==> src/rtl/sa_pkg.sv <==
// Shared constants and state encoding for the 4x4 systolic-array sequencer,
// its step counter, and the array/memory blocks that size themselves from N.
package sa_pkg;

    localparam int N            = 4;
    localparam int INST_DEPTH   = 8;
    localparam int INST_AW      = 3;
    localparam int K_W          = 4;
    localparam int FEED_AW      = 8;
    localparam int DRAIN_CYCLES = 2 * N - 2;
    localparam int CNT_W        = 4;

    typedef enum logic [2:0] {
        S_IDLE   = 3'd0,
        S_FETCH  = 3'd1,
        S_DECODE = 3'd2,
        S_CLEAR  = 3'd3,
        S_FEED   = 3'd4,
        S_DRAIN  = 3'd5,
        S_WRITE  = 3'd6,
        S_DONE   = 3'd7
    } sa_state_e;

endpackage

==> src/rtl/sa_step_counter.sv <==
// Loadable down-counter with a zero flag; times both the FEED and DRAIN phases.
module sa_step_counter #(
    parameter int W = 4
) (
    input  logic         clk,
    input  logic         rst,
    input  logic         load,
    input  logic         dec,
    input  logic [W-1:0] load_val,
    output logic         zero
);

    logic [W-1:0] cnt;

    always_ff @(posedge clk or posedge rst) begin
        if (rst) begin
            cnt <= '0;
        end else if (load) begin
            cnt <= load_val;
        end else if (dec && (cnt != '0)) begin
            cnt <= cnt - 1'b1;
        end
    end

    assign zero = (cnt == '0);

endmodule

==> src/rtl/sa_sequencer.sv <==
// Instruction-driven sequencer for the 4x4 systolic matmul engine.
// Optional cycle counter `perf_cycles` is built only when SA_SEQ_PERF_EN is defined.
module sa_sequencer
    import sa_pkg::*;
(
    input  logic               clk,
    input  logic               rst,
    input  logic               ap_start,
    output logic               ap_end,
    output logic               busy,
    output logic               inst_rd_en,
    output logic [INST_AW-1:0] inst_addr,
    input  logic [K_W-1:0]     inst_data,
    output logic               feed_en,
    output logic [FEED_AW-1:0] feed_addr,
    output logic               array_clr,
    output logic               out_wr_en,
`ifdef SA_SEQ_PERF_EN
    output logic [15:0]        perf_cycles,
`endif
    output logic [3:0]         inst_done_cnt
);

    localparam logic [INST_AW-1:0] LAST_ADDR = INST_AW'(INST_DEPTH - 1);
    localparam logic [CNT_W-1:0]   DRAIN_LD  = CNT_W'(DRAIN_CYCLES - 1);

    sa_state_e          state, next_state;
    logic [K_W-1:0]     k_reg;
    logic [FEED_AW-1:0] feed_base;
    logic               cnt_load, cnt_dec, cnt_zero;
    logic [CNT_W-1:0]   cnt_val;
    logic               start_acc;

    // Outputs decode only the state register, so no input reaches an output.
    assign ap_end     = (state == S_DONE);
    assign busy       = (state != S_IDLE) && (state != S_DONE);
    assign inst_rd_en = (state == S_FETCH);
    assign array_clr  = (state == S_CLEAR);
    assign feed_en    = (state == S_FEED);
    assign out_wr_en  = (state == S_WRITE);
    assign start_acc  = ap_start && ((state == S_IDLE) || (state == S_DONE));

    always_ff @(posedge clk or posedge rst) begin
        if (rst) begin
            state <= S_IDLE;
        end else begin
            state <= next_state;
        end
    end

    // Counter is loaded with length-1 so the zero flag marks the last cycle of a phase.
    always_comb begin
        next_state = state;
        cnt_load   = 1'b0;
        cnt_dec    = 1'b0;
        cnt_val    = '0;
        case (state)
            S_IDLE, S_DONE: begin
                if (ap_start) next_state = S_FETCH;
            end
            S_FETCH:  next_state = S_DECODE;
            S_DECODE: next_state = (inst_data == '0) ? S_DONE : S_CLEAR;
            S_CLEAR: begin
                cnt_load   = 1'b1;
                cnt_val    = CNT_W'(k_reg - 1'b1);
                next_state = S_FEED;
            end
            S_FEED: begin
                if (cnt_zero) begin
                    cnt_load   = 1'b1;
                    cnt_val    = DRAIN_LD;
                    next_state = S_DRAIN;
                end else begin
                    cnt_dec = 1'b1;
                end
            end
            S_DRAIN: begin
                if (cnt_zero) next_state = S_WRITE;
                else          cnt_dec    = 1'b1;
            end
            S_WRITE: next_state = (inst_addr == LAST_ADDR) ? S_DONE : S_FETCH;
            default: next_state = S_IDLE;
        endcase
    end

    sa_step_counter #(.W(CNT_W)) u_step (
        .clk      (clk),
        .rst      (rst),
        .load     (cnt_load),
        .dec      (cnt_dec),
        .load_val (cnt_val),
        .zero     (cnt_zero)
    );

    always_ff @(posedge clk or posedge rst) begin
        if (rst) begin
            inst_addr     <= '0;
            feed_base     <= '0;
            feed_addr     <= '0;
            k_reg         <= '0;
            inst_done_cnt <= '0;
        end else begin
            if (start_acc) begin
                inst_addr     <= '0;
                feed_base     <= '0;
                inst_done_cnt <= '0;
            end
            if (state == S_DECODE) k_reg <= inst_data;
            if (state == S_CLEAR)  feed_addr <= feed_base;
            if (state == S_FEED)   feed_addr <= feed_addr + 1'b1;
            if (state == S_WRITE) begin
                feed_base     <= feed_base + FEED_AW'(k_reg);
                inst_done_cnt <= inst_done_cnt + 1'b1;
                if (inst_addr != LAST_ADDR) inst_addr <= inst_addr + 1'b1;
            end
        end
    end

`ifdef SA_SEQ_PERF_EN
    always_ff @(posedge clk or posedge rst) begin
        if (rst) begin
            perf_cycles <= '0;
        end else if (start_acc) begin
            perf_cycles <= '0;
        end else if (busy && (perf_cycles != 16'hFFFF)) begin
            perf_cycles <= perf_cycles + 1'b1;
        end
    end
`endif

endmodule

==> config.mk <==
export PLATFORM = sky130hd
export DESIGN_NAME = sa_sequencer
export DESIGN_NICKNAME = d
export VERILOG_FILES = /design/src/rtl/sa_pkg.sv /design/src/rtl/sa_step_counter.sv /design/src/rtl/sa_sequencer.sv
export SDC_FILE = /design/constraint.sdc
export NUM_CORES = 1
export LEC_CHECK = 0
export BUFFER_PORTS_ARGS = -buffer_cell sky130_fd_sc_hd__buf_2
export CAP_MARGIN = 10
export CORE_MARGIN = 5
export CORE_UTILIZATION = 40
export CTS_CLUSTER_SIZE = 28
export DETAILED_ROUTE_END_ITERATION = 12
export PLACE_DENSITY = 0.7
export RECOVER_POWER = 50
export SYNTH_ARGS = -nofsm -noshare
export SYNTH_HDL_FRONTEND = slang
export SYNTH_SLANG_ARGS = --single-unit
==> constraint.sdc <==
create_clock -name clk -period 5.2 [get_ports clk]
set_clock_uncertainty 0.15 [all_clocks]
set_input_delay 0.52 -clock clk [delete_from_list [all_inputs] [get_ports clk]]
set_output_delay 0.52 -clock clk [all_outputs]
set_load 0.05 [all_outputs]
* Word-level counts from Yosys, hierarchy flattened
Index checks and enable logic that the tools add are counted.
Storage, ports and cells: register bits 34, word-level logic and storage cells 64, bits in writable memories 0, memories kept 0, bits of input ports 7, latch bits 0, memory bits (read-only) 0, output and inout port bits 21
Operators by class: multiplexer cells 23, eq/ne operators 13, reductions and logical operators 15, add/sub/neg operators 6, shift operators 0, div/mod/pow operators 0, order comparisons 0, bitwise operators 0, $mul 0
Operators with widths (count):
- $mux W8 | 4
- $mux W3 | 9
- $pmux W3 S7 | 1
- $mux W4 | 4
- $eq A3 B3 Y1 const B | 5
- $add A8 B1 Y8 const B | 1
- $add A8 B4 Y8 | 1
- $logic_not A4 Y1 | 2
- $pmux W4 S2 | 1
- $sub A4 B1 Y4 const B | 2
- $eq A3 B2 Y1 const B | 2
- $ne A3 B3 Y1 const B | 2
- $reduce_bool A2 Y1 | 3
- $add A4 B1 Y4 const B | 1
- $ne A2 B2 Y1 const B | 2
- $reduce_bool A4 Y1 | 1
- $reduce_or A2 Y1 | 2
- $add A3 B1 Y3 const B | 1
- $eq A3 B1 Y1 const B | 1
- $logic_and A1 B1 Y1 | 3
- $logic_not A3 Y1 | 1
- $mux W1 | 3
- $reduce_and A3 Y1 | 1
- $reduce_bool A3 Y1 | 1
- other kinds (3) | 3

* Logic depth before layout (Yosys ltp)
depth in word-level cells 6, mapped depth 8, mapped depth without buffers 8

* Cells and area by module
From an unflattened synthesis, not the netlist that was laid out.
Unflattened totals: cells, all modules 205, area, all modules 1933.1 µm²
Modules (own cells, without submodules):
- sa_sequencer | area each 1671.6 µm², cells each 177, sequential area each 750.7 µm², instances 1
- sa_step_counter | area each 261.5 µm², cells each 28, sequential area each 100.1 µm², instances 1

* Least setup slack after synthesis
No wires, ideal clock.
kind flip-flop to output port, from reg state[1], to out inst_rd_en, required time 4.530 ns, buffers on the path 1, cell stages (with the launch flop) 3, arrival 1.727 ns, path slack 2.803 ns, cell sequence dfrtp_1 clkbuf_1 nor3_1
Between the ends: longest elaborated chain between the ends 1
RTL lines:
- start, declared | RTL line sa_sequencer.sv:27 | sa_state_e state, next_state;
- start signal, assigned | RTL line sa_sequencer.sv:47 | state <= next_state;
- $eq A3 B1 Y1 | RTL line sa_sequencer.sv:37 | assign inst_rd_en = (state == S_FETCH);
- end, declared | RTL line sa_sequencer.sv:11 | output logic inst_rd_en,
No other way between the ends.

* Worst setup path in the final report
from reg state[0], to out out_wr_en
Between the ends: longest elaborated chain between the ends 1
RTL lines:
- $eq A3 B3 Y1 | RTL line sa_sequencer.sv:40 | assign out_wr_en = (state == S_WRITE);
- end, declared | RTL line sa_sequencer.sv:17 | output logic out_wr_en,
No other way between the ends.

==> Implementation_results.wiki <==
{| class="wikitable"
! Metric !! Value
|-
| Peak clock frequency supported by timing || between 0.3 and 0.4 GHz
|-
| Number of instances resized during post-cts repair || 0
|-
| Top Ports || 28
|-
| Cell area after synthesis || just under 2000 sq um
|-
| First-pass DRT Iterations || 5
|-
| Sinks on the clock net || 34
|-
| Synth top cells by count || dfrtp_1, nand2_1, o21ai_0
|-
| Unique cell type count in the Yosys netlist || 47
|-
| Total count of max-transition violations in the final report || 35
|-
| DPL Wire Length || approximately 2.9 mm
|-
| Initial Util || between 40% and 50%
|-
| Final #Nets || between 200 and 300
|-
| Maximum buffer depth of the clock tree || 2
|-
| Kind of end point of the critical path || output port
|-
| Average detailed-routed wire length per instance || approximately 14 um
|-
| Setup repair after global routing missed its margin || no
|-
| Fraction of synthesis flops using an asynchronous set or reset pin || between 90% and 100%
|-
| Worst max-slew margin expressed relative to the limit || -22.3%
|-
| Die boundary height || approximately 80 um
|-
| Worst min-delay path class || in -> reg
|-
| Status || complete, but fails checks
|-
| Total negative setup slack || 0 ns
|-
| Core box area || between 4000 and 5000 sq um
|-
| First-pass GRT wire length || about 7 mm
|-
| Detailed-route DRC error count || 0
|-
| Worst Path Arrival || around 2.2 ns
|-
| Ranking of synthesized cells by area || dfrtp_1, ha_1, o21ai_0
|-
| Area used by multi-input combinational logic || roughly 980 sq um
|-
| Routed Antenna Nets || 0
|-
| Filler cells || 462
|-
| Clk_lat worst skew || between 0.2 and 0.3 ns
|-
| Maximum level of the CTS H-tree || 2
|-
| P_leak || between 1 and 1.5 nW
|-
| Cell row count || 25
|-
| Horizontal die dimension || ~80 um
|-
| Final worst slack || between 2 and 2.5 ns
|-
| Vias in the first global route || approximately 1500
|-
| Final Wtd Congestion || between 0.8 and 0.9
|-
| Pin slew with the least headroom to its limit || 1.83 ns
|-
| CTS tree || built
|-
| CTS root buffer || clkbuf_8
|-
| Critical-path maximum fanout || 16
|-
| Number of instances in the synthesized netlist || 210
|-
| Total nets after synthesis || approximately 230
|-
| Total GRT Usage || between 10 and 15%
|-
| Vias per cell || ~5.6
|-
| Via count || between 1500 and 2000
|-
| Top Registers || feed_addr (8), feed_base (8)
|-
| Seq/Total Area, Yosys || between 40 and 50%
|-
| Number of synthesized flops with an enable pin || 0
|-
| Final WL || just over 4 mm
|-
| Count of hold-fix buffers inserted at cts || 0
|-
| Worst-case vdd ir drop || between 0.0002 and 0.0003 V
|-
| Max-cap viol count || 1
|-
| Min Tclk post-route || about 2.9 ns
|-
| Most instantiated flip-flop cell in the synthesis netlist || dfrtp_1
|-
| IO buf count || 27
|-
| Most frequently used cell type in the post-synthesis netlist || dfrtp_1
|-
| Sort of element at the start of the critical path || register
|-
| Power per cell area || approximately 690 nW/um^2
|-
| Inserted Diodes || 0
|-
| Violations in the final reports || max-capacitance violations, max-slew violations
|-
| Share of final-layout standard cells stronger than drive strength 1 || around an eighth
|-
| Number of post-CTS setup repair buffers || 0
|-
| Startpoint-to-endpoint class of the critical path || reg -> out
|-
| Final hold violation count || 0
|-
| Area Overhead vs Synth || 12.0%
|-
| Largest net degree at the start of global routing || 35
|-
| Global route total overflow || 0
|-
| DR iter-0 viols || 88
|-
| Average size of a mapped cell || around 9.2 sq um
|-
| Flip-flop and latch area || 851 sq um
|-
| Area of the die || between 6000 and 7000 sq um
|-
| Initial antenna violation count || 0
|-
| Number of endpoints failing setup at the final stage || 0
|-
| Post-Place Setup Slack || 2.66 ns
|-
| Inserted Clock Buffers || 5
|-
| Clock transition time at the flip-flop clock pins of the worst setup and hold paths || around 0.070 ns
|-
| Synthesis warning total || 0
|-
| PnR Total Power || around 0.0015 W
|-
| Worst Path Required || 4.53 ns
|-
| Period Utilization, post-route || a little under three fifths
|-
| Area share of the leading cell type in the synthesized netlist || between 40% and 50%
|-
| Yosys reg bits || 34
|-
| Cell taking the most area after synthesis || dfrtp_1
|}
cell families (layout without fill, tap and decap cells):
logic type | Yosys count | count (layout) | share of synthesized area, %
mux | 5 | 5 | 2.72
fa+ha+maj | 11 | 11 | 7.51
simple gates | 79 | 79 | 20.1
compound gates | 56 | 56 | 19.2
buf+inv | 22 | 47 | 5.12
xor+xnor | 3 | 3 | 1.36
flops | 34 | 34 | 44.0
final timing paths:
check | depth (start not counted) | slack, ns | startpoint | end
worst max-delay path | 4 | 2.33 | state[0] | out_wr_en
worst min-delay path | 3 | 0.33 | inst_data[0] | k_reg[0]
worst max register to register | 6 | 2.86 | state[0] | feed_base[7]
worst min register to register | 1 | 0.35 | inst_done_cnt[3] | inst_done_cnt[3]
max in group asynchronous | 3 | 3.12 | rst | inst_done_cnt[3]
min in group asynchronous | 3 | 0.72 | rst | inst_done_cnt[0]
final cells by class:
class                      instances  share of cell area [%]
sequential                        34                    39.3
clock buffer                       6                    3.82
timing repair buffer              28                    5.90
multi-input combinational        154                    45.4
tap                               54                    3.12
inverter                          13                    2.49
cells in the final DEF, fill, tap and decap left out, types with 2 or more instances in the layout:
cell	instances
dfrtp_1	34
nand2_1	23
o21ai_0	19
buf_2	18
nand3_1	16
nor2_1	15
inv_1	11
a21oi_1	10
ha_1	10
clkbuf_1	10
clkbuf_8	6
nor3_1	5
a221o_1	5
and3_1	4
a211oi_1	4
nor3b_1	3
a311oi_1	3
mux2i_1	3
nor2b_1	2
or3_1	2
o31ai_1	2
xor2_1	2
a21o_1	2
mux2_2	2
nand4_1	2
stage by stage:
step	utilization [%]	cells	hold WS, ns	instance area (sq um)
floorplan	-	210	0.290	1930
global placement	44.7	283	0.312	2100
detailed placement	44.7	283	0.338	2100
CTS	46.5	289	0.176	2180
global route	46.1	289	0.349	2160
finish	46.1	289	0.332	2160
where the power goes:
group	internal, W	switching, W
clock	0.000102	0.0000924
sequential	0.000377	0.000146
combinational	0.000255	0.000527
total	0.000734	0.000765
layer usage:
metal  share of wire, %  vias up  track usage [%]
li1                   -      814                -
met1                 50      758             20.5
met2                 44       43             20.7
met3                5.3        6             3.16
met4                1.1        0             7.22
met5                  0        -                0
worst max-delay path, stage by stage (launching register included):
cell	delay, ns
dfrtp_1	0.62
inv_1	0.16
nand3_1	0.46
clkinv_1	0.35
buf_2	0.31
Note: power is estimated with default switching activity, not from simulation.
